[config.mk]
export PLATFORM = sky130hd
export DESIGN_NAME = muldiv_unit_flat
export DESIGN_NICKNAME = d
export VERILOG_FILES = /design/src/rtl/muldiv_pkg.sv /design/src/rtl/muldiv_if.sv /design/src/rtl/muldiv_step.sv /design/src/rtl/muldiv_unit.sv /design/src/flat_wrapper.sv
export SDC_FILE = /design/constraint.sdc
export NUM_CORES = 1
export LEC_CHECK = 0
export ABC_AREA = 1
export BUFFER_PORTS_ARGS = -buffer_cell sky130_fd_sc_hd__buf_2
export CAP_MARGIN = 20
export CORE_MARGIN = 2
export CORE_UTILIZATION = 38
export DETAILED_ROUTE_END_ITERATION = 8
export PLACE_DENSITY = 0.64
export SLEW_MARGIN = 20
export SYNTH_ARGS = -nofsm -noshare
export SYNTH_HDL_FRONTEND = slang
export SYNTH_SLANG_ARGS = --single-unit
[constraint.sdc]
create_clock -name clk -period 17.8 [get_ports clk]
set_input_delay 4.45 -clock clk [delete_from_list [all_inputs] [get_ports clk]]
set_output_delay 4.45 -clock clk [all_outputs]
set_load 0.02 [all_outputs]
[src/rtl/muldiv_pkg.sv]
// Shared types and constants for the iterative multiply/divide unit.
package muldiv_pkg;

    typedef enum logic [1:0] {OP_MUL, OP_MULU, OP_DIV, OP_DIVU} op_e;
    typedef enum logic [1:0] {S_IDLE, S_ITER, S_FIX} state_e;

    localparam int MD_ITERS = 32;

    function automatic logic op_is_div(input op_e op);
        return (op == OP_DIV) || (op == OP_DIVU);
    endfunction

    function automatic logic op_is_signed(input op_e op);
        return (op == OP_MUL) || (op == OP_DIV);
    endfunction

endpackage

[src/rtl/muldiv_if.sv]
// Start/busy handshake and HI/LO result bus between the controller and the unit.
interface muldiv_if #(parameter int WIDTH = 32);

    logic [WIDTH-1:0] a;
    logic [WIDTH-1:0] b;
    logic             mul_start;
    logic             mulu_start;
    logic             div_start;
    logic             divu_start;
    logic             busy;
    logic             done;
    logic [WIDTH-1:0] hi;
    logic [WIDTH-1:0] lo;
    logic             dz;

    modport master (
        output a, b, mul_start, mulu_start, div_start, divu_start,
        input  busy, done, hi, lo, dz
    );

    modport slave (
        input  a, b, mul_start, mulu_start, div_start, divu_start,
        output busy, done, hi, lo, dz
    );

endinterface

[src/rtl/muldiv_step.sv]
// One radix-2 iteration: shift-add for multiply, restoring shift-subtract for divide.
module muldiv_step #(
    parameter int WIDTH = 32
) (
    input  logic               is_div,
    input  logic [2*WIDTH-1:0] acc,
    input  logic [WIDTH-1:0]   opnd,
    output logic [2*WIDTH-1:0] acc_next,
    output logic               q_bit
);

    logic [WIDTH:0] add_x;
    logic [WIDTH:0] add_y;
    logic [WIDTH:0] sum;

    // Single W+1 bit adder; divide subtracts via ~y + 1.
    always_comb begin
        if (is_div) begin
            add_x = acc[2*WIDTH-1:WIDTH-1];
            add_y = ~{1'b0, opnd};
        end else begin
            add_x = {1'b0, acc[2*WIDTH-1:WIDTH]};
            add_y = acc[0] ? {1'b0, opnd} : '0;
        end
        sum   = add_x + add_y + {{WIDTH{1'b0}}, is_div};
        q_bit = is_div & ~sum[WIDTH];

        // Divide leaves the LSB for the caller to fill with q_bit.
        if (!is_div)
            acc_next = {sum, acc[WIDTH-1:1]};
        else if (q_bit)
            acc_next = {sum[WIDTH-1:0], acc[WIDTH-2:0], 1'b0};
        else
            acc_next = {acc[2*WIDTH-2:0], 1'b0};
    end

endmodule

[src/rtl/muldiv_unit.sv]
// Iterative 32-bit mul/mulu/div/divu responder; magnitudes iterate, signs are fixed up in FIX.
// state  | meaning
// S_IDLE | waiting for an armed start; busy follows the request combinationally
// S_ITER | ITERS radix-2 steps on the 2W accumulator
// S_FIX  | apply sign rules, register hi/lo/dz
module muldiv_unit
    import muldiv_pkg::*;
#(
    parameter int WIDTH = 32,
    parameter int ITERS = MD_ITERS
) (
    input  logic     clk,
    input  logic     rst,
    muldiv_if.slave  bus
);

    localparam int CW = $clog2(ITERS);

    state_e             state_q, state_d;
    op_e                op_q, op_d, op_sel;
    logic               sa_q, sa_d, sb_q, sb_d;
    logic               arm_q, arm_d, done_q, done_d, dz_q, dz_d, zdiv_q, zdiv_d;
    logic [CW-1:0]      cnt_q, cnt_d;
    logic [WIDTH-1:0]   opnd_q, opnd_d, hi_q, hi_d, lo_q, lo_d;
    logic [2*WIDTH-1:0] acc_q, acc_d, step_acc, prod;
    logic               req, accept, step_q, sel_sa, sel_sb;
    logic [WIDTH-1:0]   mag_a, mag_b, quo, rem;

    assign req    = bus.mul_start | bus.mulu_start | bus.div_start | bus.divu_start;
    assign accept = (state_q == S_IDLE) & req & arm_q;

    always_comb begin
        op_sel = OP_DIVU;
        if (bus.mul_start)       op_sel = OP_MUL;
        else if (bus.mulu_start) op_sel = OP_MULU;
        else if (bus.div_start)  op_sel = OP_DIV;
    end

    assign sel_sa = op_is_signed(op_sel) & bus.a[WIDTH-1];
    assign sel_sb = op_is_signed(op_sel) & bus.b[WIDTH-1];
    assign mag_a  = sel_sa ? -bus.a : bus.a;
    assign mag_b  = sel_sb ? -bus.b : bus.b;

    muldiv_step #(.WIDTH(WIDTH)) u_step (
        .is_div   (op_is_div(op_q)),
        .acc      (acc_q),
        .opnd     (opnd_q),
        .acc_next (step_acc),
        .q_bit    (step_q)
    );

    assign prod = (sa_q ^ sb_q) ? -acc_q : acc_q;
    assign quo  = (sa_q ^ sb_q) ? -acc_q[WIDTH-1:0] : acc_q[WIDTH-1:0];
    assign rem  = sa_q ? -acc_q[2*WIDTH-1:WIDTH] : acc_q[2*WIDTH-1:WIDTH];

    always_comb begin
        state_d = state_q;
        op_d    = op_q;
        sa_d    = sa_q;
        sb_d    = sb_q;
        zdiv_d  = zdiv_q;
        cnt_d   = cnt_q;
        opnd_d  = opnd_q;
        acc_d   = acc_q;
        hi_d    = hi_q;
        lo_d    = lo_q;
        dz_d    = dz_q;
        done_d  = 1'b0;
        // A level start held through completion cannot relaunch until it drops.
        arm_d   = accept ? 1'b0 : (req ? arm_q : 1'b1);

        case (state_q)
            S_IDLE: begin
                if (accept) begin
                    state_d = S_ITER;
                    op_d    = op_sel;
                    sa_d    = sel_sa;
                    sb_d    = sel_sb;
                    cnt_d   = '0;
                    dz_d    = 1'b0;
                    zdiv_d  = op_is_div(op_sel) && (bus.b == '0);
                    if (op_is_div(op_sel)) begin
                        acc_d  = {{WIDTH{1'b0}}, mag_a};
                        opnd_d = mag_b;
                    end else begin
                        acc_d  = {{WIDTH{1'b0}}, mag_b};
                        opnd_d = mag_a;
                    end
                end
            end
            S_ITER: begin
                acc_d = {step_acc[2*WIDTH-1:1], op_is_div(op_q) ? step_q : step_acc[0]};
                cnt_d = cnt_q + CW'(1);
                if (cnt_q == CW'(ITERS - 1))
                    state_d = S_FIX;
            end
            S_FIX: begin
                state_d = S_IDLE;
                done_d  = 1'b1;
                if (op_is_div(op_q)) begin
                    // Divisor 0 yields remainder |a|, so the sign rule restores a exactly.
                    hi_d = rem;
                    lo_d = zdiv_q ? '1 : quo;
                    dz_d = zdiv_q;
                end else begin
                    hi_d = prod[2*WIDTH-1:WIDTH];
                    lo_d = prod[WIDTH-1:0];
                    dz_d = 1'b0;
                end
            end
            default: state_d = S_IDLE;
        endcase
    end

    always_ff @(posedge clk or posedge rst) begin
        if (rst) begin
            state_q <= S_IDLE;
            op_q    <= OP_MUL;
            sa_q    <= 1'b0;
            sb_q    <= 1'b0;
            zdiv_q  <= 1'b0;
            cnt_q   <= '0;
            opnd_q  <= '0;
            acc_q   <= '0;
            hi_q    <= '0;
            lo_q    <= '0;
            dz_q    <= 1'b0;
            done_q  <= 1'b0;
            arm_q   <= 1'b1;
        end else begin
            state_q <= state_d;
            op_q    <= op_d;
            sa_q    <= sa_d;
            sb_q    <= sb_d;
            zdiv_q  <= zdiv_d;
            cnt_q   <= cnt_d;
            opnd_q  <= opnd_d;
            acc_q   <= acc_d;
            hi_q    <= hi_d;
            lo_q    <= lo_d;
            dz_q    <= dz_d;
            done_q  <= done_d;
            arm_q   <= arm_d;
        end
    end

    assign bus.busy = accept | (state_q != S_IDLE);
    assign bus.done = done_q;
    assign bus.hi   = hi_q;
    assign bus.lo   = lo_q;
    assign bus.dz   = dz_q;

endmodule

[src/flat_wrapper.sv]
// flat-port wrapper written by rule: the top's interface ports become plain ports
module muldiv_unit_flat import muldiv_pkg::*;
#(
    parameter int WIDTH = 32,
    parameter int ITERS = MD_ITERS
)
  (clk, rst, bus_a, bus_b, bus_mul_start, bus_mulu_start, bus_div_start, bus_divu_start, bus_busy, bus_done, bus_hi, bus_lo, bus_dz);
  muldiv_if #(.WIDTH(WIDTH)) bus_i ();
  input  logic clk;
  input  logic rst;
  input wire logic [$bits(bus_i.a)-1:0] bus_a;
  input wire logic [$bits(bus_i.b)-1:0] bus_b;
  input wire logic [$bits(bus_i.mul_start)-1:0] bus_mul_start;
  input wire logic [$bits(bus_i.mulu_start)-1:0] bus_mulu_start;
  input wire logic [$bits(bus_i.div_start)-1:0] bus_div_start;
  input wire logic [$bits(bus_i.divu_start)-1:0] bus_divu_start;
  output wire logic [$bits(bus_i.busy)-1:0] bus_busy;
  output wire logic [$bits(bus_i.done)-1:0] bus_done;
  output wire logic [$bits(bus_i.hi)-1:0] bus_hi;
  output wire logic [$bits(bus_i.lo)-1:0] bus_lo;
  output wire logic [$bits(bus_i.dz)-1:0] bus_dz;
  assign bus_i.a = bus_a;
  assign bus_i.b = bus_b;
  assign bus_i.mul_start = bus_mul_start;
  assign bus_i.mulu_start = bus_mulu_start;
  assign bus_i.div_start = bus_div_start;
  assign bus_i.divu_start = bus_divu_start;
  assign bus_busy = bus_i.busy;
  assign bus_done = bus_i.done;
  assign bus_hi = bus_i.hi;
  assign bus_lo = bus_i.lo;
  assign bus_dz = bus_i.dz;
  muldiv_unit #(.WIDTH(WIDTH), .ITERS(ITERS)) u_core (.clk(clk), .rst(rst), .bus(bus_i));
endmodule
==> parameters.txt <==
Parameter                              Value

Logic synthesis
  Synth Cell Area    16030 um2
  Number of instances in the synthesized netlist    2684
  Average size of a mapped cell    5.972 um2
  Leading cell types by total area after synthesis    sky130_fd_sc_hd__dfrtp_1 27%, sky130_fd_sc_hd__nand2_1 20%, sky130_fd_sc_hd__inv_1 8.4%
  Most frequently used cell type in the post-synthesis netlist    sky130_fd_sc_hd__nand2_1
  Yosys top cell area share    27.01%
  Async set-reset flop share out of synthesis    100.0%
  Primary flip-flop cell chosen by synthesis mapping    sky130_fd_sc_hd__dfrtp_1
  Count of state elements after synthesis    174
  Sequential area share after synthesis    27.17%
  Number of enable flip-flop cells after synthesis    0
  Distinct cell type count of the synthesized netlist    53
  Library cell with the largest summed area after synthesis    sky130_fd_sc_hd__dfrtp_1
  Nets in the synthesized netlist    2794
  Top cell types by occurrence after synthesis    855 x sky130_fd_sc_hd__nand2_1, 357 x sky130_fd_sc_hd__inv_1, 329 x sky130_fd_sc_hd__nor2_1
  Number of warnings printed during yosys synthesis    0

CTS
  Clock edge transition at the registers on the reported setup and hold paths    0.07 ns
  CTS H-tree depth    4
  CTS tree    done
  Clock sinks    174
  Total setup buffers inserted after CTS    0
  Inserted Clock Buffers    17
  Hold Buf Count CTS    0
  Deepest clock path buffer count    2
  Worst skew pair latency    0.45 ns
  Cell chosen for the clock root    sky130_fd_sc_hd__clkbuf_16
  Post-CTS resize count    0

STA
  Final count of pins violating max slew    0
  Ratio of final minimum period to clock period    56.16%
  FMAX    100.0 MHz
  Final WS setup    7.804 ns
  Unrepaired setup endpoints after global routing    no
  Shortest clock period the worst path allows after layout    9.996 ns
  Number of setup violations in the final report    0
  Number of endpoints with negative hold slack in the final report    0
  Worst-margin pin slew    ~1.1 ns
  Worst relative slew slack    about 29%
  Clock tree skew after final layout    0.01587 ns
  Accumulated negative setup slack    0 ns

Final layout
  Share of layout cells above drive strength 1    8.644%
  Number of nets in the layout    between 2000 and 3000
  Post-layout util    42.29%
  Area growth from synthesis to layout    10.17%
  Antenna diode instance count    0
  Post-route non-filler standard cell count    3304

Critical path
  Maximum fanout encountered on the critical timing path    36
  Source of the worst register-to-register timing path    u_core.op_q[1]
  Signal arrival time at the worst endpoint    5.55 ns
  Reg2reg end    u_core.acc_q[58]
  Buffer and inverter count on the worst path    3
  Critical path launch point    bus_mulu_start
  Cell-by-cell trace of the critical path    buf_2, nor2_2, buf_4, nand2_1, nand3_1, nand2_1, buf_2
  Setup Crit Path Kind    in2out
  Crit. End Element    primary output
  Endpoint of the most critical setup path    bus_busy
  Crit-path max cell delay    0.36 ns
  Reg-to-reg setup timing slack    12.94 ns
  Cell type of the slowest stage on the worst timing path    sky130_fd_sc_hd__buf_4
  Top Family by Delay on Critical Path    buffers and inverters
  CP startpoint kind    input pin
  Total stage count of the critical path    7
  Data required time at the worst endpoint    13.35 ns
  Number of cells traversed by the worst register-to-register path    18

Place
  Cell total after placement    ~3300
  Count of input and output buffers    136
  HPWL after detailed placement    47870 um
  Worst-case setup slack after placement    roughly 8 ns
  Placer congestion estimate    0.9832

Global route
  Overflow left after global routing    0
  Number of global-route vias before repair    between 15000 and 20000
  Maximum number of pins on one net before global-route repair    between 90 and 100
  Number of antenna violations at the first check in global routing    0
  Wire length of the first global-routing pass    92730 um
  Overall track demand over capacity in global routing    27.32%

Floorplanning
  Height of the chip    209.4 um
  Overall die area    between 40000 and 50000 um2
  Initial standard-cell utilization of the core    38.39%
  Total I/O pin count    137
  Core Area    41760 um2
  Die width    between 200 and 250 um
  Site Rows    75

Drt
  1st-pass router iterations    6
  Final Routed Wirelength    60250 um
  Number of routed nets with antenna violations    0
  DRC viols    0
  Via Count    ~18000
  Number of violations reported at the end of detailed-routing iteration 0    1772
  Number of vias per cell after detailed routing    ~5.3
  Drt wl/cell    18.23 um

Flow run
  MaxCap Viol Count    0

Worst hold path
  Worst hold path type    reg2reg
  Cell depth of the worst hold path    2

Outcome
  Run status    finished clean
layout make-up:
type                    instances  area [um2]
clock buffers                  18       429.2
well taps                     539       674.4
fillers                      4554       24100
clock inverters                14       172.7
multi-input cells            2046        9879
inverters                     366        1384
repair buffers                147       763.2
flip-flops and latches        174        4357
cells by family after synthesis:
kind of cell	count (synthesis)	share of synthesized area [%]
compound gates	370	12.83
xor+xnor	86	4.699
fa+ha+maj	40	3.216
buf+inv	464	11.29
flops	174	27.17
simple gates	1550	40.79
sequential cells by signal, indices dropped and copies added (netlist names):
name,count
u_core.state_q,2
u_core.bus.lo,32
u_core.op_q,1
u_core.arm_q,1
u_core.sb_q,1
u_core.cnt_q,5
u_core.bus.dz,1
u_core.acc_q,64
u_core.bus.done,1
u_core.zdiv_q,1
u_core.sa_q,1
u_core.opnd_q,32
u_core.bus.hi,32
per-layer routing:
layer,global-route usage [%],up-vias,wire [um]
met2,42.46,748,26700
met3,3.606,85,4651
met1,39.15,8162,27200
met4,9.039,0,1692
li1,-,8653,-
met5,0,-,0
through the flow:
step | hold slack (ns) | instance area [um2]
6_report | 0.4752 | 17660
5_1_grt | 0.5034 | 17660
4_1_cts | 0.4807 | 17660
3_5_place_dp | 0.4622 | 17060
3_3_place_gp | 0.4573 | 17060
2_1_floorplan | 0.4467 | 16030
tightest hold or removal path, cell delays in order, from the launching register on:
cell	delay, ns
sky130_fd_sc_hd__dfrtp_1	0.34
sky130_fd_sc_hd__nand2_1	0.05
sky130_fd_sc_hd__nand2_1	0.05
how the worst min path moves through the flow:
stage / start / endpoint / slack (ns)
floorplan: u_core.zdiv_q / u_core.zdiv_q / 0.45
global placement: u_core.bus.hi[18] / u_core.bus.hi[18] / 0.46
detailed placement: u_core.bus.hi[2] / u_core.bus.hi[2] / 0.46
CTS: u_core.bus.hi[2] / u_core.bus.hi[2] / 0.48
global route: u_core.bus.hi[19] / u_core.bus.hi[19] / 0.50
finish: u_core.bus.hi[26] / u_core.bus.hi[26] / 0.48
cell usage in the layout, fill, tap and decap left out, types with 21 or more instances in the layout:
| cell | instances |
|---|---|
| sky130_fd_sc_hd__nand4_1 | 21 |
| sky130_fd_sc_hd__nand3_1 | 255 |
| sky130_fd_sc_hd__dfrtp_1 | 172 |
| sky130_fd_sc_hd__o21ai_0 | 115 |
| sky130_fd_sc_hd__nor2_1 | 327 |
| sky130_fd_sc_hd__xor2_1 | 78 |
| sky130_fd_sc_hd__o211ai_1 | 21 |
| sky130_fd_sc_hd__ha_1 | 38 |
| sky130_fd_sc_hd__nand2_1 | 855 |
| sky130_fd_sc_hd__inv_1 | 355 |
| sky130_fd_sc_hd__buf_2 | 136 |
| sky130_fd_sc_hd__a21oi_1 | 162 |
Power is not shown: default switching activity piles up to over one toggle a cycle in this logic, so the estimate is an artifact.
